[src/rtl/keypad_scanner.sv]
// keypad_scanner: drives one-hot keypad columns, attributes debounced row
//   pulses to the active column, suppresses repeats while a key is held, and
//   queues 4-bit key codes in a first-word-fall-through (FWFT) FIFO.
// Latency: a key code is visible on key_code/key_valid one cycle after the
//   edge that samples the accepted buttonMux pulse.
// Backpressure: key_ready pops the head entry. An event that arrives while the
//   FIFO is full and not popping is dropped, its held bit stays clear so it is
//   seen again on a later pass, and the sticky overflow flag is set.
// Ports: clk/rst (synchronous, active high); en scan enable; row_level raw
//   rows, used for release detection; buttonMux debounced rising-edge pulses;
//   col one-hot column drive; deb_en debouncer enable; key_valid, key_code and
//   key_ready form the consumer handshake; overflow is the sticky drop flag.
module keypad_scanner #(
  parameter int DWELL_CYCLES  = 16,
  parameter int SETTLE_CYCLES = 4,
  parameter int FIFO_DEPTH    = 4
) (
  input  logic       clk,
  input  logic       rst,
  input  logic       en,
  input  logic [3:0] row_level,
  input  logic [3:0] buttonMux,
  output logic [3:0] col,
  output logic       deb_en,
  output logic       key_valid,
  output logic [3:0] key_code,
  input  logic       key_ready,
  output logic       overflow
);

  localparam int AW = (FIFO_DEPTH > 1) ? $clog2(FIFO_DEPTH) : 1;
  localparam int CW = AW + 1;
  localparam logic [7:0]    DWELL_LAST = 8'(DWELL_CYCLES - 1);
  localparam logic [7:0]    SETTLE_C   = 8'(SETTLE_CYCLES);
  localparam logic [CW-1:0] DEPTH_C    = CW'(FIFO_DEPTH);

  // IDLE covers the first enabled cycle after en was low: the column is
  // re-driven from 0 with the dwell counter held at 0, so column 0 gets a
  // full dwell on restart.
  typedef enum logic {IDLE, SCAN} state_t;
  state_t state, state_nxt;

  logic [1:0]  c, c_nxt;
  logic [7:0]  cnt, cnt_nxt;
  logic        scan, in_window, dwell_end;
  logic [3:0]  held_row, cand;
  logic        hit;
  logic [1:0]  sel_r;
  logic [15:0] key_state, key_state_nxt;

  logic [3:0]    mem [FIFO_DEPTH];
  logic [AW-1:0] wr_ptr, rd_ptr;
  logic [CW-1:0] count;
  logic          full, push, pop, drop;

  always_comb begin
    state_nxt = state;
    if (!en) state_nxt = IDLE;
    else     state_nxt = SCAN;
  end

  assign scan      = en && (state == SCAN);
  assign in_window = scan && (cnt >= SETTLE_C);
  assign dwell_end = scan && (cnt == DWELL_LAST);

  // Only rows whose held bit is clear can raise an event.
  assign held_row = key_state[{c, 2'b00} +: 4];
  assign cand     = buttonMux & ~held_row & {4{in_window}};

  // Lowest candidate row wins; the others are retried on a later pass.
  always_comb begin
    hit   = 1'b0;
    sel_r = 2'd0;
    for (int r = 3; r >= 0; r--) begin
      if (cand[r]) begin
        hit   = 1'b1;
        sel_r = 2'(r);
      end
    end
  end

  assign key_valid = (count != '0);
  assign key_code  = key_valid ? mem[rd_ptr] : 4'd0;
  assign pop       = key_valid && key_ready;
  assign full      = (count == DEPTH_C);
  // A same-cycle pop frees the slot, so a full FIFO can still accept.
  assign push      = hit && (!full || pop);
  assign drop      = hit && full && !pop;

  always_comb begin
    cnt_nxt = cnt + 8'd1;
    c_nxt   = c;
    if (cnt == DWELL_LAST) begin
      cnt_nxt = 8'd0;
      c_nxt   = c + 2'd1;
    end
  end

  // Release is applied before the set, so a key accepted on the last dwell
  // cycle stays held even if its row level is already low.
  always_comb begin
    key_state_nxt = key_state;
    if (dwell_end) begin
      for (int r = 0; r < 4; r++) begin
        if (!row_level[r]) key_state_nxt[{c, 2'(r)}] = 1'b0;
      end
    end
    if (push) key_state_nxt[{c, sel_r}] = 1'b1;
  end

  always_ff @(posedge clk) begin
    if (rst) begin
      state     <= SCAN;
      c         <= 2'd0;
      cnt       <= 8'd0;
      col       <= 4'b0001;
      deb_en    <= 1'b0;
      key_state <= 16'd0;
      wr_ptr    <= '0;
      rd_ptr    <= '0;
      count     <= '0;
      overflow  <= 1'b0;
    end else begin
      state     <= state_nxt;
      key_state <= key_state_nxt;
      if (!en) begin
        c      <= 2'd0;
        cnt    <= 8'd0;
        col    <= 4'b0000;
        deb_en <= 1'b0;
      end else if (state == IDLE) begin
        c      <= 2'd0;
        cnt    <= 8'd0;
        col    <= 4'b0001;
        deb_en <= 1'b0;
      end else begin
        c      <= c_nxt;
        cnt    <= cnt_nxt;
        col    <= 4'b0001 << c_nxt;
        deb_en <= (cnt_nxt >= SETTLE_C);
      end
      if (push) wr_ptr <= wr_ptr + AW'(1);
      if (pop)  rd_ptr <= rd_ptr + AW'(1);
      count <= count + CW'(push) - CW'(pop);
      if (drop) overflow <= 1'b1;
    end
  end

  // Storage needs no reset: the pointers and count define what is valid.
  always_ff @(posedge clk) begin
    if (push) mem[wr_ptr] <= {c, sel_r};
  end

endmodule

[config.mk]
export PLATFORM = sky130hd
export DESIGN_NAME = keypad_scanner
export DESIGN_NICKNAME = d
export VERILOG_FILES = /design/src/rtl/keypad_scanner.sv
export SDC_FILE = /design/constraint.sdc
export NUM_CORES = 1
export LEC_CHECK = 0
export BUFFER_PORTS_ARGS = -buffer_cell sky130_fd_sc_hd__buf_4
export CORE_UTILIZATION = 59
export DETAILED_ROUTE_END_ITERATION = 16
export GPL_ROUTABILITY_DRIVEN = 0
export PLACE_DENSITY = 0.9
export SKIP_CTS_REPAIR_TIMING = 1
export SLEW_MARGIN = 30
export SYNTH_ARGS = -nofsm -noshare
export SYNTH_HDL_FRONTEND = slang
export SYNTH_SLANG_ARGS = --single-unit
[constraint.sdc]
create_clock -name clk -period 3.2 [get_ports clk]
set_clock_uncertainty 0.15 [all_clocks]
set_input_delay 0.8 -clock clk [delete_from_list [all_inputs] [get_ports clk]]
set_output_delay 0.8 -clock clk [all_outputs]
set_load 0.1 [all_outputs]
After elaboration in Yosys (flattened, before gate mapping)
Memories as Yosys holds them, arrays and structs flattened. A register that Yosys moved wholly into a read port is not among the register bits.
Index checks and enable logic that the tools add are counted.
Widths: inputs -> output; s select.
- bits in writable memories: 16
- output and inout bits: 11
- bits of input ports: 12
- memories: 1
- bits in registers: 40
- shifts and indexed selects: 2
- reduce and logical (&&, ||, !) cells: 17
- add/sub/neg operators: 6
- multiplexer cells: 37
- bitwise gates (word level): 14
- equality and inequality tests: 2
- order comparisons: 12
- memory list (memory ; depth ; bits a word ; read ports ; clocked after memory_dff ; wr ports ; RTL line ; RTL):
    mem ; 4 ; 4 ; 1 ; 1 ; 1 ; 51 ; logic [3:0] mem [FIFO_DEPTH];
- operators with widths (cell ; count):
    $mux 16 ; 9
    $and 16x16->16 ; 4
    $lt 4x5->1 const B ; 5
    $ge 4x1->1 const B ; 5
    $ge 8x3->1 const B ; 2
    $not 13->16 ; 1
    $not 14->16 ; 1
    $not 15->16 ; 1
    $not 16->16 ; 1
    $or 16x16->16 ; 1
    $shiftx 16x5->4 ; 1
    $mux 1 ; 14
    $mux 2 ; 7
    $logic_and 1x1->1 ; 12
    $add 8x1->8 const B ; 1
    $and 4x4->4 ; 2
    $demux 1 s2 ; 4
    $eq 8x4->1 const B ; 1
    $mux 8 ; 1
    $add 2x1->2 const B ; 3
    $demux 1 s4 ; 1
    $mux 4 ; 1
    $not 4->4 ; 1
    $shl 1x2->4 const A ; 1
    8 further kinds ; 10

Logic depth before layout (Yosys ltp)
- depth in word-level cells: 19
- mapped depth: 13
- gate-level depth less buffers: 11

Least setup slack after synthesis
Ideal clock, no wire load.
- path type: register to output
- start point: register count[1]
- end point: output port key_code[0]
- stages on the path, launching flop included: 4
- arrival time: 2.336 ns
- buffers on the path: 1
- data required time: 2.250 ns
- path slack: -0.086 ns
- cell sequence: dfxtp_1 or3_1 clkbuf_1 and2_1
- longest elaborated chain between the ends: 2
- ends and longest elaborated chain (what ; RTL line ; RTL):
    from (decl) ; 53 ; logic [CW-1:0] count;
    from (signal assigned) ; 144 ; count <= count + CW'(push) - CW'(pop);
    $reduce_bool 3->1 ; 82 ; assign key_valid = (count != '0);
    named net key_valid ; 25 ; output logic key_valid,
    $mux 4 ; 83 ; assign key_code = key_valid ? mem[rd_ptr] : 4'd0;
    to (decl) ; 26 ; output logic [3:0] key_code,
The timed path passes the listed nets, and every way through them passes these cells.

Worst setup path after layout
- start point: register c[0]
- end point: register count[2]
- longest elaborated chain between the ends: 11
- ends and longest elaborated chain (what ; RTL line ; RTL):
    from (decl) ; 43 ; logic [1:0] c, c_nxt;
    from (signal assigned) ; 137 ; c <= c_nxt;
    $shiftx 16x5->4 * ; 67 ; assign held_row = key_state[{c, 2'b00} +: 4];
    $not 4->4 * ; 68 ; assign cand = buttonMux & ~held_row & {4{in_window}};
    $and 4x4->4 * (2 in series) ; 68 ;
    $mux 1 (3 in series) ; 75 ; if (cand[r]) begin
    $mux 1 * ; 75 ;
    $logic_and 1x1->1 * ; 87 ; assign push = hit && (!full || pop);
    $add 3x1->3 * ; 144 ;
    $sub 3x1->3 * ; 144 ;
Mark *: on every way between the ends. The rest lies on a longest branch, timed or not.
A chain may end at the register's enable or synchronous reset.

==> results_dict.tcl <==
set metrics [dict create \
    areaGrowthSynthToFinish_pct 15.44 \
    grt_pass1_vias 2010 \
    cts_tree "yes" \
    drc_errors 0 \
    routed_wire_length_per_instance_um 15.06 \
    syn_area_per_cell_um2 10.14 \
    maxCapViolCount 0 \
    clk_latency_ns 0.33 \
    dpl-instance-area_um2 2965 \
    crit_path_max_fanout 8 \
    dr_wl_met2_um 2771 \
    slew_headroom 0.5347 \
    async_flop_share 0 \
    synth-seq-cells 58 \
    grt_pass1_wl_um 8866 \
    slew_viol_final 0 \
    yosys_warnings 0 \
    synthCells 270 \
    top_layer_used "met4" \
    hpwl_um 3828 \
    drtIter0Drc 89 \
    hold_violations 0 \
    start_util 0.6205 \
    ys_seq_area_frac 0.4824 \
    cp_data_arrival_time_ns 3.05 \
    ir_worst_vdd_uv 329.3 \
    io_buffers 22 \
    die_area_um2 4919 \
    r2r_setup_slack_ns 0.21 \
    vias_per_cell 5.668 \
    tns_ns 0 \
    diodes 0 \
    p_per_area_nw_per_um2 626.7 \
    crit_type "register to register" \
    worst_ep_required_time_ns 3.26 \
    final_area_um2 3162 \
    die_h_um 70.14 \
    h-tree-depth 3 \
    path_clk_slew_ns 0.06 \
    layout_common_cells "dfxtp_1, nand2_1, nor2_1, buf_4, edfxtp_1" \
    rsz0062_at_grt "false" \
    finalCritPeriodShare 0.9342 \
    layout.nets 322 \
    met1_length_um 2203 \
    cts_made_buffers 9 \
    setup_ws_ns 0.2104 \
    pre_cts_ws_ns 0.03600 \
    cp-end-kind "register" \
    ant_nets 0 \
    power.leakage_nw 1.149 \
    root_buffer "clkbuf_8" \
    synth_cell_types 47 \
    synth_enable_flop_cells 16 \
    tightest_slew_ns 0.6916 \
    fin_crit_ns 2.990 \
    synth_ff_type "dfxtp_1" \
    gr-total-overflow 0 \
    synthesis.nets 294 \
    ioPinCount 23 \
    power_w 0.001981 \
    grt_start_max_net_pins 24 \
    antenna_found_initial 0 \
    core_um2 4414 \
    vias 2012 \
    routed-wl-met3_um 257 \
    finish.utilization 0.7163 \
    status "finished, final reports clean" \
    rows 24 \
    hold_path.class "register to register" \
    clock_sinks 58 \
    setup_viol 0 \
    max-clock-path-buffers 2 \
    critPathLaunchType "register" \
    final_common_cell "dfxtp_1" \
    drive_above_1_share 0.1980 \
    groute.usage.overall 0.2363 \
    max_freq_mhz 334.5 \
    drtPass1Iterations 4 \
    synth.cell_area_um2 2739 \
    die_w_um 70.14 \
    routed_wl_um 5346 \
]
-- path summary, 6_finish.rpt --
path / start / endpoint / cells past startpoint
setup / recovery: c[0] / count[2] / 13
hold / removal: key_state[14] / key_state[14] / 2
setup reg to reg: c[0] / count[2] / 13
hold reg to reg: key_state[14] / key_state[14] / 2
-- report_power, final --
part           internal [W]  leakage [nW]  total, W  switching, W
Combinational      0.000156         0.576  0.000495      0.000339
Clock              0.000398        0.0987  0.000665      0.000268
Sequential         0.000784         0.474  0.000821     0.0000374
-- logic make-up (layout without fill, tap and decap cells) --
logic type	Yosys count	in the layout	synth area share
AOI/OAI and AO/OA	38	38	0.1037
xor gates and xnor gates	10	10	0.03198
adders and majority gates	12	12	0.05756
buffers and inverters	21	54	0.03289
DFF	58	58	0.4824
muxes	15	15	0.07629
and+or+nand+nor	116	116	0.2152
-- synthesized netlist by cell type, drive strengths merged, types with 4 or more instances --
master / number / share of area
nor2: 29 / 0.040
inv: 9 / 0.012
nor3: 7 / 0.021
nor2b: 6 / 0.014
mux2: 7 / 0.029
clkbuf: 9 / 0.014
xnor2: 6 / 0.019
mux2i: 4 / 0.015
o22ai: 5 / 0.011
mux4: 4 / 0.033
ha: 11 / 0.050
edfxtp: 16 / 0.18
and2: 9 / 0.021
a21oi: 7 / 0.013
dfxtp: 42 / 0.31
xor2: 4 / 0.013
nor4: 6 / 0.018
a32o: 8 / 0.029
a22oi: 4 / 0.011
nand2: 39 / 0.054
nand3: 6 / 0.011
or3: 4 / 0.0091
-- cell type report --
class,instances,area [um2]
Inverter,9,33.78
Timing Repair Buffer,29,217.7
Sequential cell,58,1321
Clock buffer,13,158.9
Tap cell,52,65.06
Clock inverter,3,37.54
Fill cell,316,1252
Multi-Input combinational cell,191,1328
-- critical path, stage by stage (launching register included) --
cell and delay, ns:
dfxtp_1 0.31, buf_4 0.17, buf_4 0.17, mux2_2 0.22, a2bb2oi_1 0.29, a21oi_1 0.16
nor3_1 0.32, nand2b_1 0.17, ha_1 0.14, inv_1 0.05, fa_1 0.38, xor2_1 0.17
xnor2_1 0.13, nor2_1 0.05
-- through the flow --
| step | std cells | hold WS, ns |
|---|---|---|
| detailed placement | 339 | 0.3147 |
| CTS | 355 | 0.3232 |
| global placement | 339 | 0.3022 |
| global route | 355 | 0.3342 |
| floorplan | 270 | 0.2927 |
| finish | 355 | 0.3237 |
-- layer usage --
layer  GRT usage  vias up
li1            -     1013
met1      0.2717      932
met2      0.4006       51
met3     0.06638       16
met4      0.1200        0
met5           0        -
-- registers in the layout (all words and copies together) (netlist names), named ones only --
register	flops
count	3
cnt	8
deb_en	1
mem	16
key_state	16
overflow	1
rd_ptr	2
state	1
wr_ptr	2
col	4
c	2
(Power assumes the default switching activity.)
